**config.mk**
```make
export PLATFORM = sky130hd
export DESIGN_NAME = level_generator
export DESIGN_NICKNAME = d
export VERILOG_FILES = /design/src/rtl/level_gen_pkg.sv /design/src/rtl/level_generator_hold_counter.sv /design/src/rtl/level_generator.sv
export SDC_FILE = /design/constraint.sdc
export NUM_CORES = 1
export LEC_CHECK = 0
export BUFFER_PORTS_ARGS = -buffer_cell sky130_fd_sc_hd__buf_2
export CAP_MARGIN = 20
export CELL_PAD_IN_SITES_DETAIL_PLACEMENT = 1
export CELL_PAD_IN_SITES_GLOBAL_PLACEMENT = 2
export CORE_MARGIN = 5
export CORE_UTILIZATION = 35
export DETAILED_ROUTE_END_ITERATION = 6
export PLACE_DENSITY = 0.79
export SKIP_CTS_REPAIR_TIMING = 1
export SLEW_MARGIN = 0
export SYNTH_ARGS = -nofsm -noshare
export SYNTH_HDL_FRONTEND = slang
export SYNTH_SLANG_ARGS = --single-unit
```
**constraint.sdc**
```tcl
create_clock -name clk -period 4.9 [get_ports clk]
set_clock_uncertainty 0.15 [all_clocks]
set_input_delay 0 -clock clk [delete_from_list [all_inputs] [get_ports clk]]
set_output_delay 0 -clock clk [all_outputs]
set_load 0.02 [all_outputs]
```
**src/rtl/level_gen_pkg.sv**
```systemverilog
// Shared types for the level generator: FSM state enum and its 2-bit encoding.
package level_gen_pkg;

  localparam logic [1:0] ST_IDLE = 2'b00;
  localparam logic [1:0] ST_HIGH = 2'b01;
  localparam logic [1:0] ST_GAP  = 2'b10;

  typedef enum logic [1:0] {
    IDLE = ST_IDLE,
    HIGH = ST_HIGH,
    GAP  = ST_GAP
  } lg_state_t;

endpackage

```
**src/rtl/level_generator_hold_counter.sv**
```systemverilog
// Loadable down-counter shared by the HIGH and GAP phases of level_generator.
module hold_counter #(
  parameter int CNT_W = 8
) (
  input  logic             clk,
  input  logic             reset,
  input  logic             load,
  input  logic [CNT_W-1:0] load_val,
  input  logic             dec,
  output logic [CNT_W-1:0] cnt,
  output logic             is_one
);

  // NOTE: sequential state is written with <= so every register samples pre-edge values.
  always_ff @(posedge clk or negedge reset) begin
    if (!reset) begin
      cnt <= '0;
    end else if (load) begin
      cnt <= load_val;
    end else if (dec) begin
      cnt <= cnt - 1'b1;
    end
  end

  assign is_one = (cnt == CNT_W'(1));

endmodule

```
**src/rtl/level_generator.sv**
```systemverilog
// Tick-to-level converter with programmable high time and enforced low gap.
// Optional feature: define LEVEL_GEN_RETRIGGER_EN to let ticks in HIGH extend the pulse.
module level_generator
  import level_gen_pkg::*;
#(
  parameter int CNT_W   = 8,
  parameter int MIN_LOW = 2
) (
  input  logic             clk,
  input  logic             reset,
  input  logic             tick,
  input  logic [CNT_W-1:0] hold_len,
  output logic             level,
  output logic             busy,
  output logic             dropped
);

`ifdef LEVEL_GEN_RETRIGGER_EN
  localparam bit RETRIG = 1'b1;
`else
  localparam bit RETRIG = 1'b0;
`endif

  localparam logic [CNT_W-1:0] MIN_LOW_C = CNT_W'(MIN_LOW);

  lg_state_t        state;
  logic             load;
  logic             dec;
  logic [CNT_W-1:0] load_val;
  logic [CNT_W-1:0] hold_eff;
  logic [CNT_W-1:0] cnt;
  logic             is_one;
  logic             retrigger;
  logic             drop_now;

  // A requested length of zero still produces a one-cycle pulse.
  assign hold_eff  = (hold_len == '0) ? CNT_W'(1) : hold_len;
  assign retrigger = RETRIG && tick && (state == HIGH);
  assign drop_now  = tick && (state != IDLE) && !retrigger;

  // NOTE: defaults first so every path assigns every signal and no latch is inferred.
  always_comb begin
    load     = 1'b0;
    dec      = 1'b0;
    load_val = '0;
    unique case (state)
      IDLE: begin
        if (tick) begin
          load     = 1'b1;
          load_val = hold_eff;
        end
      end
      HIGH: begin
        if (retrigger) begin
          load     = 1'b1;
          load_val = hold_eff;
        end else if (is_one) begin
          load     = (MIN_LOW > 0);
          load_val = MIN_LOW_C;
        end else begin
          dec = 1'b1;
        end
      end
      GAP: begin
        dec = !is_one;
      end
      default: ;
    endcase
  end

  hold_counter #(.CNT_W(CNT_W)) u_hold_counter (
    .clk      (clk),
    .reset    (reset),
    .load     (load),
    .load_val (load_val),
    .dec      (dec),
    .cnt      (cnt),
    .is_one   (is_one)
  );

  // Outputs are registered alongside the state so they are glitch-free copies of its decode.
  always_ff @(posedge clk or negedge reset) begin
    if (!reset) begin
      state   <= IDLE;
      level   <= 1'b0;
      busy    <= 1'b0;
      dropped <= 1'b0;
    end else begin
      dropped <= drop_now;
      unique case (state)
        IDLE: begin
          if (tick) begin
            state <= HIGH;
            level <= 1'b1;
            busy  <= 1'b1;
          end
        end
        HIGH: begin
          if (!retrigger && is_one) begin
            level <= 1'b0;
            if (MIN_LOW > 0) begin
              state <= GAP;
            end else begin
              state <= IDLE;
              busy  <= 1'b0;
            end
          end
        end
        GAP: begin
          if (is_one) begin
            state <= IDLE;
            busy  <= 1'b0;
          end
        end
        default: begin
          state <= IDLE;
          level <= 1'b0;
          busy  <= 1'b0;
        end
      endcase
    end
  end

endmodule

```
==> metrics.md, run 1 <==
| Metric | Value |
|---|---|
| Net count after synthesis | `123` |
| Syn. warnings | `0` |
| Slew headroom | `65.0%` |
| Routed len/inst | `17.6 um` |
| Top post-synthesis cells by area | `dfrtp_1, ha_1, a21oi_1, nor2_1, nand2_1` |
| Final hold vios | `13` |
| # rows | `18` |
| Max-Cap Viols | `0` |
| Sw frac | `48.8%` |
| Required @ worst endpoint | `4.97 ns` |
| Sequential cell area | `325 um^2` |
| Arrival @ worst endpoint | `2.34 ns` |
| First-pass GRT wire length | `4530 um` |
| # setup viols final | `0` |
| Final min period | `2.27 ns` |
| Filler cell count | `309` |
| DR DRC count | `0` |
| Vias in the first global route | `893` |
| Gr ovfl total | `0` |
| Final worst-path cycle share | `46.4%` |
| Routed Antenna Nets | `0` |
| Met2 Use GR | `25.0%` |
| Sequential area share after synthesis | `34.6%` |
| Unrepaired setup endpoints after global routing | `false` |
| Core area | `0.00252 mm^2` |
| Setup CP Type | `reg2reg` |
| Simple-gate portion of the synthesized area | `24.4%` |
| Die H | `61.8 um` |
| Post-Synth Adder-Cell Area | `6.66%` |
| GRT Total Usage | `15.9%` |
| Cell Area, Synth | `940 um^2` |
| Ant diodes | `0` |
| Share of cells above drive strength 1 | `18.5%` |
| Yosys reg bits | `13` |
| Max Clock Freq | `0.440 GHz` |
| Largest family of logic cells by synthesized area | `compound AO/OA/AOI/OAI gates` |
| Failing checks | `hold timing` |
| Xor and xnor fraction of the mapped netlist area | `0%` |
| Final WS setup | `2.63 ns` |
| Clock-pin slew on the worst setup and hold paths | `0.10 ns` |
| Cell taking the most area after synthesis | `dfrtp_1` |
| Clock power frac | `11.5%` |
| Synth Area per Inst | `8.78 um^2` |
| Clock Root Buffer | `clkbuf_4` |
| Gate power share | `54.2%` |
| # clock sinks | `13` |
| Share of the synthesized area in the top cell type | `34.6%` |
| Final hold slack | `-0.0140 ns` |
| Setup tns final | `0 ns` |
| First-pass DRT Iterations | `4` |
| Worst Setup End Kind | `register` |
| I/O Pins | `14` |
| Sw Pwr | `0.309 mW` |
| Initial antenna violation count | `0` |
| Peak supply drop | `0.000225 V` |
| Pwr/cell area | `558 mW/mm^2` |
| Met1 usage | `22.5%` |
| Busiest grt layer | `met2` |
| Netlist cell types | `38` |
| Chip Width | `61.8 um` |
| Status | `complete, but fails checks` |
| Startpoint types | `register` |
| Vias post-DR | `947` |
| Vias per cell | `5.92` |
| Max Transition Viols Final | `0` |
| Clock buffer depth | `2` |
| Cells after synthesis | `107` |
| Multiplexer area fraction after synthesis | `2.26%` |
| Iteration-0 DRC count of the detailed router | `20` |
| Worst-skew pair later-pin latency | `0.29 ns` |
| Met3 GRT Util | `3.10%` |
| Post-DP HPWL | `2060 um` |
| CTS Buf Count | `3` |
| Pre-CTS WS | `2.67 ns` |
| Area Growth Syn to Fin | `20.9%` |
| H-tree lvl count | `1` |
| Routability cong. | `0.818` |
| TritonCTS clock tree | `yes` |
| Worst-Margin Slew | `0.518 ns` |
| Internal power | `0.325 mW` |
| CP Max Fanout | `9` |
| Port-buffer cells | `13` |
| Pleak | `0.465 nW` |
| Register share of total power | `34.3%` |
| Multi-input logic area | `552 um^2` |
| Initial Util | `37.3%` |
| Synth Area in Compound Gates | `25.4%` |
| Final WL | `2820 um` |
| Hold/Removal Path Class | `in2async` |
| Largest net degree at the start of global routing | `14` |
| Die area | `0.00382 mm^2` |
| Nets | `147` |
-- path summary, 6_finish.rpt --
check,start,endpoint,slack [ns],cells past startpoint
min in group clk,hold_len[5],u_hold_counter.cnt[5]$_DFFE_PN0P_,0.36,4
min reg2reg,busy$_DFFE_PN0P_,busy$_DFFE_PN0P_,0.38,2
max,u_hold_counter.cnt[1]$_DFFE_PN0P_,u_hold_counter.cnt[6]$_DFFE_PN0P_,2.63,6
max reg2reg,u_hold_counter.cnt[1]$_DFFE_PN0P_,u_hold_counter.cnt[6]$_DFFE_PN0P_,2.63,6
min,reset,u_hold_counter.cnt[3]$_DFFE_PN0P_,-0.01,2
max in group asynchronous,reset,u_hold_counter.cnt[7]$_DFFE_PN0P_,4.37,2
-- stage by stage --
step	power, mW	cells	instance area [um^2]	utilization, %	hold slack [ns]
after floorplan	0.470	107	940	-	-0.446
after global placement	0.548	146	1010	40.0	-0.232
after detailed placement	0.555	146	1010	40.0	-0.229
after CTS	0.629	150	1040	41.1	-0.539
after global routing	0.687	160	1140	45.0	0.0211
final	0.634	160	1140	45.0	-0.0140
-- logic make-up (layout without fill, tap and decap cells) --
family,Yosys count,after routing
AOI/OAI and AO/OA,35,35
muxes,2,2
and+or+nand+nor,40,40
adders and majority gates,5,5
DFF,13,13
buffers and inverters,12,35
-- power groups by stage --
stage / clock network, mW / registers [mW] / logic, mW
6_report: 0.0732 / 0.217 / 0.344
5_1_grt: 0.0782 / 0.226 / 0.383
4_1_cts: 0.0754 / 0.216 / 0.337
3_5_place_dp: 0 / 0.219 / 0.336
3_3_place_gp: 0 / 0.217 / 0.331
2_1_floorplan: 0 / 0.209 / 0.261
-- per-layer routing --
metal | share of wire, % | vias to the layer above
li1 | - | 453
met1 | 46 | 458
met2 | 47 | 31
met3 | 5.8 | 5
met4 | 1.0 | 0
met5 | 0 | -
-- flip-flops by register name, indices dropped and copies added, names as in the netlist --
register / cells
busy: 1
dropped: 1
level: 1
state: 2
u_hold_counter.cnt: 8
-- cells in the mapped netlist (all sizes together) --
library cell,number
nor2,10
a21oi,9
a211oi,2
mux2,1
or4,1
nand3b,1
o221ai,2
o21ai,5
buf,2
a31oi,5
inv,8
nand4,4
nand3,1
a32oi,1
or2,1
ha,5
clkbuf,1
or4b,1
or3,2
nor4b,2
dlymetal6s2s,1
a2bb2oi,1
o41ai,3
a311oi,1
nor3,3
mux2i,1
nand2,9
o22a,1
dfrtp,13
and2,2
o21a,2
nor4,3
o31ai,1
a21o,2
-- placed cells by master (no fill, tap or decap), types with 2 or more instances in the layout --
cell / n
a211oi_1: 2
a21o_2: 2
a21oi_1: 8
a31oi_1: 5
and2_1: 2
buf_2: 13
clkbuf_4: 3
dfrtp_1: 13
dlygate4sd3_1: 10
ha_1: 5
inv_1: 8
nand2_1: 9
nand4_1: 4
nor2_1: 10
nor3_1: 2
nor4_1: 3
o21a_1: 2
o21ai_0: 5
o221ai_1: 2
o41ai_1: 3
or3_1: 2
-- critical path: stages, from the launching register on --
cell and delay, ns:
dfrtp_1 0.43, inv_1 0.09, ha_1 0.21, nor4b_4 0.46
a21oi_2 0.19, or4_1 0.50, a31oi_1 0.17
-- layout make-up --
class / instances / share of cell area [%]
multi-input cells: 82 / 48.6
flip-flops and latches: 13 / 28.6
clock buffers: 4 / 2.31
well taps: 30 / 3.30
repair buffers: 23 / 14.5
inverters: 8 / 2.64
(Power assumes the default switching activity.)
==> run 2, diff against run 1 <==
--- a/config.mk
+++ b/config.mk
@@ -10,9 +10,9 @@
 export CELL_PAD_IN_SITES_DETAIL_PLACEMENT = 1
 export CELL_PAD_IN_SITES_GLOBAL_PLACEMENT = 2
 export CORE_MARGIN = 5
-export CORE_UTILIZATION = 35
+export CORE_UTILIZATION = 33
 export DETAILED_ROUTE_END_ITERATION = 6
-export PLACE_DENSITY = 0.79
+export PLACE_DENSITY = 0.75
 export SKIP_CTS_REPAIR_TIMING = 1
 export SLEW_MARGIN = 0
 export SYNTH_ARGS = -nofsm -noshare
==> constraint.sdc (replaced) <==
create_clock -name clk -period 2.3 [get_ports clk]
set_clock_uncertainty 0.15 [all_clocks]
set_input_delay 0 -clock clk [delete_from_list [all_inputs] [get_ports clk]]
set_output_delay 0 -clock clk [all_outputs]
set_load 0.02 [all_outputs]
==> run 2 against run 1 <==
The run now ends clean. Combinational power is 150% higher. Global-route usage is 0.072 points lower. Maximum frequency is 2.8% higher. Critical path type unchanged. Largest cell class unchanged. Highest routed layer unchanged.
==> metrics.md, run 2 (synthesized netlist as in run 1, its figures left out) <==
| Metric | Value |
|---|---|
| Final hold slack | `0.345 ns` |
| Max-Cap Viols | `0` |
| # rows | `19` |
| Max Transition Viols Final | `0` |
| Setup CP Type | `reg2reg` |
| Slew headroom | `66.7%` |
| Number of flip-flops in the largest register | `8` |
| Iteration-0 DRC count of the detailed router | `18` |
| Sw frac | `47.1%` |
| Routability cong. | `0.825` |
| Pwr/cell area | `1190 mW/mm^2` |
| Worst-skew pair later-pin latency | `0.29 ns` |
| Vias in the first global route | `1004` |
| CP Max Fanout | `10` |
| # clock sinks | `13` |
| R2R Path Start | `u_hold_counter.cnt[1]$_DFFE_PN0P_` |
| First-pass GRT wire length | `5020 um` |
| Vias post-DR | `998` |
| Area Growth Syn to Fin | `31.0%` |
| Reg-to-reg slack, setup | `0.09 ns` |
| Final non-filler cell total | `172` |
| I/O Pins | `14` |
| Nets | `158` |
| # setup viols final | `0` |
| Routed len/inst | `17.3 um` |
| Final WL | `2980 um` |
| Pre-CTS WS | `0.0423 ns` |
| Internal power | `0.775 mW` |
| Initial Util | `34.4%` |
| H-tree lvl count | `1` |
| Post-DP HPWL | `2220 um` |
| GRT Total Usage | `15.8%` |
| Clock power frac | `10.5%` |
| Peak supply drop | `0.000501 V` |
| Clock buffer depth | `2` |
| Worst setup path start | `u_hold_counter.cnt[1]$_DFFE_PN0P_` |
| Final hold vios | `0` |
| Largest net degree at the start of global routing | `14` |
| First-pass DRT Iterations | `4` |
| Biggest regs | `u_hold_counter.cnt: 8 flops, state: 2 flops` |
| Initial antenna violation count | `0` |
| Core area | `0.00273 mm^2` |
| Ant diodes | `0` |
| Clock-pin slew on the worst setup and hold paths | `0.09 ns` |
| Required @ worst endpoint | `2.36 ns` |
| Share of cells above drive strength 1 | `23.4%` |
| Final WS setup | `0.0891 ns` |
| R2R cell count | `7` |
| Register share of total power | `30.9%` |
| Gate power share | `58.6%` |
| Clock Root Buffer | `clkbuf_4` |
| Startpoint types | `register` |
| Hold/Removal Path Class | `in2reg` |
| Routed Antenna Nets | `0` |
| DR DRC count | `0` |
| Port-buffer cells | `13` |
| Final min period | `2.21 ns` |
| Die H | `63.4 um` |
| Top reg by flops | `u_hold_counter.cnt` |
| Worst-Margin Slew | `0.495 ns` |
| CP endpoint | `u_hold_counter.cnt[6]$_DFFE_PN0P_` |
| Gr ovfl total | `0` |
| CTS Buf Count | `3` |
| Chip Width | `63.4 um` |
| Placed cell count | `153` |
| Worst flop-to-flop path endpoint | `u_hold_counter.cnt[6]$_DFFE_PN0P_` |
| Sw Pwr | `0.690 mW` |
| Pleak | `0.518 nW` |
| Worst Setup End Kind | `register` |
| Die area | `0.00401 mm^2` |
| Vias per cell | `5.80` |
| Final worst-path cycle share | `96.1%` |
| Status | `finished clean` |
| Arrival @ worst endpoint | `2.27 ns` |
| Most frequent cells in the layout | `dfrtp_1, buf_2, dlygate4sd3_1` |
| TritonCTS clock tree | `yes` |
| Max Clock Freq | `0.452 GHz` |
run 2: per-stage QoR:
| step | instance area [um^2] | power (mW) | utilization [%] | TNS (ns) |
|---|---|---|---|---|
| final | 1230 | 1.46 | 45.0 | 0 |
| after global routing | 1230 | 1.59 | 45.0 | -0.000784 |
| after CTS | 1080 | 1.41 | 39.6 | -0.00544 |
| after detailed placement | 1060 | 1.25 | 38.6 | 0 |
| after global placement | 1060 | 1.24 | 38.6 | 0 |
| after floorplan | 940 | 1.00 | - | 0 |
run 2: power groups by stage:
stage / sequential [mW] / clock, mW / combinational (mW)
2_1_floorplan: 0.446 / 0 / 0.556
3_3_place_gp: 0.451 / 0 / 0.786
3_5_place_dp: 0.461 / 0 / 0.788
4_1_cts: 0.457 / 0.159 / 0.796
5_1_grt: 0.477 / 0.173 / 0.944
6_report: 0.453 / 0.153 / 0.859
run 2: cell type report:
type,count,area [um^2]
inverters,8,30.0
well taps,31,38.8
multi-input cells,82,558
repair buffers,34,253
clock buffers,4,26.3
flip-flops and latches,13,325
fillers,325,1500
run 2: critical path, stage by stage, from the launching register on:
cell	delay, ns
dfrtp_1	0.39
inv_1	0.09
ha_1	0.23
nor4b_4	0.17
buf_4	0.16
a21o_4	0.25
or4_1	0.52
a31oi_1	0.17
run 2: layer usage:
layer / up-vias / GRT usage, % / part of all wire, %
li1: 475 / - / -
met1: 491 / 21.2 / 47
met2: 26 / 24.9 / 48
met3: 6 / 3.02 / 3.3
met4: 0 / 6.23 / 1.4
met5: - / 0 / 0
run 2: how the worst min path moves through the flow:
stage	startpoint	endpoint	slack, ns	depth (start not counted)
floorplan	reset	busy$_DFFE_PN0P_	-0.45	0
global placement	reset	u_hold_counter.cnt[3]$_DFFE_PN0P_	-0.23	1
detailed placement	reset	u_hold_counter.cnt[3]$_DFFE_PN0P_	-0.23	1
CTS	reset	u_hold_counter.cnt[3]$_DFFE_PN0P_	-0.55	1
global route	hold_len[5]	u_hold_counter.cnt[5]$_DFFE_PN0P_	0.36	4
finish	hold_len[5]	u_hold_counter.cnt[5]$_DFFE_PN0P_	0.34	4
==> run 3, diff against run 2 <==
--- a/config.mk
+++ b/config.mk
@@ -12,7 +12,7 @@
 export CORE_MARGIN = 5
 export CORE_UTILIZATION = 33
 export DETAILED_ROUTE_END_ITERATION = 6
-export PLACE_DENSITY = 0.75
+export PLACE_DENSITY = 0.77
 export SKIP_CTS_REPAIR_TIMING = 1
 export SLEW_MARGIN = 0
 export SYNTH_ARGS = -nofsm -noshare
==> run 3 against run 2 <==
The run now ends with hold timing left. Maximum frequency is 0.80% higher. Total power shrank 2.0%. Critical endpoint unchanged. Combinational power shrank 3.5%. Critical path type unchanged.
==> metrics.md, run 3 (synthesized netlist as in run 1, its figures left out) <==
| Metric | Value |
|---|---|
| Status | `complete, but fails checks` |
| Failing checks | `hold timing` |
| Placed instance area | `0.00105 mm^2` |
| I/O Pins | `14` |
| Cell chain of the critical path | `inv_1 -> ha_1 -> nor4b_4 -> buf_4 -> a21o_4 -> or4_1 -> a31oi_1` |
| Nets | `155` |
| Core area | `0.00273 mm^2` |
| # rows | `19` |
| Pleak | `0.506 nW` |
| Max Transition Viols Final | `0` |
| Max-Cap Viols | `0` |
| Clock-pin slew on the worst setup and hold paths | `0.10 ns` |
| Area Growth Syn to Fin | `28.1%` |
| Clock Root Buffer | `clkbuf_4` |
| Arrival @ worst endpoint | `2.25 ns` |
| Iteration-0 DRC count of the detailed router | `32` |
| Pwr/cell area | `1190 mW/mm^2` |
| Routed Antenna Nets | `0` |
| # clock sinks | `13` |
| Share of cells above drive strength 1 | `23.2%` |
| Final hold vios | `13` |
| Required @ worst endpoint | `2.36 ns` |
| Max Clock Freq | `0.456 GHz` |
| R2R Path Start | `u_hold_counter.cnt[1]$_DFFE_PN0P_` |
| Worst Setup End Kind | `register` |
| Slew headroom | `68.1%` |
| Initial antenna violation count | `0` |
| Most frequent cells in the layout | `dfrtp_1, buf_2, nor2_1, dlygate4sd3_1, nand2_1` |
| Final hold slack | `-0.0237 ns` |
| Finished Cell Area | `0.00120 mm^2` |
| Met2 wire length | `1390 um` |
| Peak supply drop | `0.000507 V` |
| Post-DP HPWL | `2160 um` |
| First-pass DRT Iterations | `4` |
| Worst setup path start | `u_hold_counter.cnt[1]$_DFFE_PN0P_` |
| Stages on worst setup path | `7` |
| CP Max Fanout | `10` |
| CTS Buf Count | `3` |
| Vias post-DR | `968` |
| CP endpoint | `u_hold_counter.cnt[6]$_DFFE_PN0P_` |
| Biggest regs | `u_hold_counter.cnt: 8 flops, state: 2 flops` |
| Critical path's top delay family | `simple AND/OR/NAND/NOR gates` |
| Final WL | `2900 um` |
| Placed cell count | `152` |
| Port-buffer cells | `13` |
| Gr ovfl total | `0` |
| H-tree lvl count | `1` |
| Final non-filler cell total | `169` |
| Worst flop-to-flop path endpoint | `u_hold_counter.cnt[6]$_DFFE_PN0P_` |
| Initial Util | `34.4%` |
| Startpoint types | `register` |
| Die H | `63.4 um` |
| Hold/Removal Path Class | `in2async` |
| Die area | `0.00401 mm^2` |
| Routed len/inst | `17.2 um` |
| Routability cong. | `0.837` |
| Largest net degree at the start of global routing | `14` |
| Worst-Margin Slew | `0.474 ns` |
| Worst-skew pair later-pin latency | `0.29 ns` |
| Highest metal used | `met4` |
| Bufs and invs on worst path | `2` |
| Met3 Wirelength | `125 um` |
| Final min period | `2.19 ns` |
| Largest stage delay on the critical path | `0.52 ns` |
| # setup viols final | `0` |
| DR DRC count | `0` |
| GRT Total Usage | `15.3%` |
| Setup tns final | `0 ns` |
| Number of flip-flops in the largest register | `8` |
| Worst path slowest cell | `or4_1` |
| Metal1 wirelength | `1320 um` |
| Chip Width | `63.4 um` |
| Vias in the first global route | `1003` |
| Clock buffer depth | `2` |
| Vias per cell | `5.73` |
| Reg-to-reg slack, setup | `0.11 ns` |
| R2R cell count | `7` |
| TritonCTS clock tree | `yes` |
| First-pass GRT wire length | `4920 um` |
| Final worst-path cycle share | `95.4%` |
| Top reg by flops | `u_hold_counter.cnt` |
| Setup CP Type | `reg2reg` |
| Ant diodes | `0` |
## run 3: area by class of cell
cell class / count / area (um^2)
multi-input cells: 82 / 558
clock buffers: 4 / 26.3
well taps: 31 / 38.8
fillers: 342 / 1530
flip-flops and latches: 13 / 325
repair buffers: 31 / 225
inverters: 8 / 30.0
## run 3: worst min path at each step
stage	start	to	slack, ns	depth (start not counted)
2_1_floorplan	reset	busy$_DFFE_PN0P_	-0.45	0
3_3_place_gp	reset	u_hold_counter.cnt[2]$_DFFE_PN0P_	-0.23	1
3_5_place_dp	reset	u_hold_counter.cnt[2]$_DFFE_PN0P_	-0.23	1
4_1_cts	reset	u_hold_counter.cnt[2]$_DFFE_PN0P_	-0.56	1
5_1_grt	reset	u_hold_counter.cnt[4]$_DFFE_PN0P_	0.02	2
6_report	reset	u_hold_counter.cnt[2]$_DFFE_PN0P_	-0.02	2
## run 3: power by group
| part | total, mW | leakage, nW | switching, mW | internal (mW) |
|---|---|---|---|---|
| combinational | 0.829 | 0.338 | 0.473 | 0.357 |
| clock | 0.153 | 0.0150 | 0.0854 | 0.0675 |
| sequential | 0.453 | 0.153 | 0.124 | 0.329 |
## run 3: routing by layer
layer | up-vias | track usage [%]
met5 | - | 0
met4 | 0 | 6.75
met3 | 7 | 3.02
met2 | 28 | 24.0
met1 | 467 | 20.2
li1 | 466 | -
## run 3: per-stage QoR
step	utilization, %	power (mW)	setup slack, ns
global route	44.0	1.56	-0.0139
CTS	39.3	1.40	0.0409
finish	44.0	1.44	0.107
global placement	38.4	1.22	0.161
floorplan	-	1.00	0.277
detailed placement	38.4	1.24	0.0791
## run 3: worst reg2reg max path, stage by stage (launching register included)
cell     delay (ns)
dfrtp_1        0.40
inv_1          0.09
ha_1           0.22
nor4b_4        0.16
buf_4          0.16
a21o_4         0.24
or4_1          0.53
a31oi_1        0.17
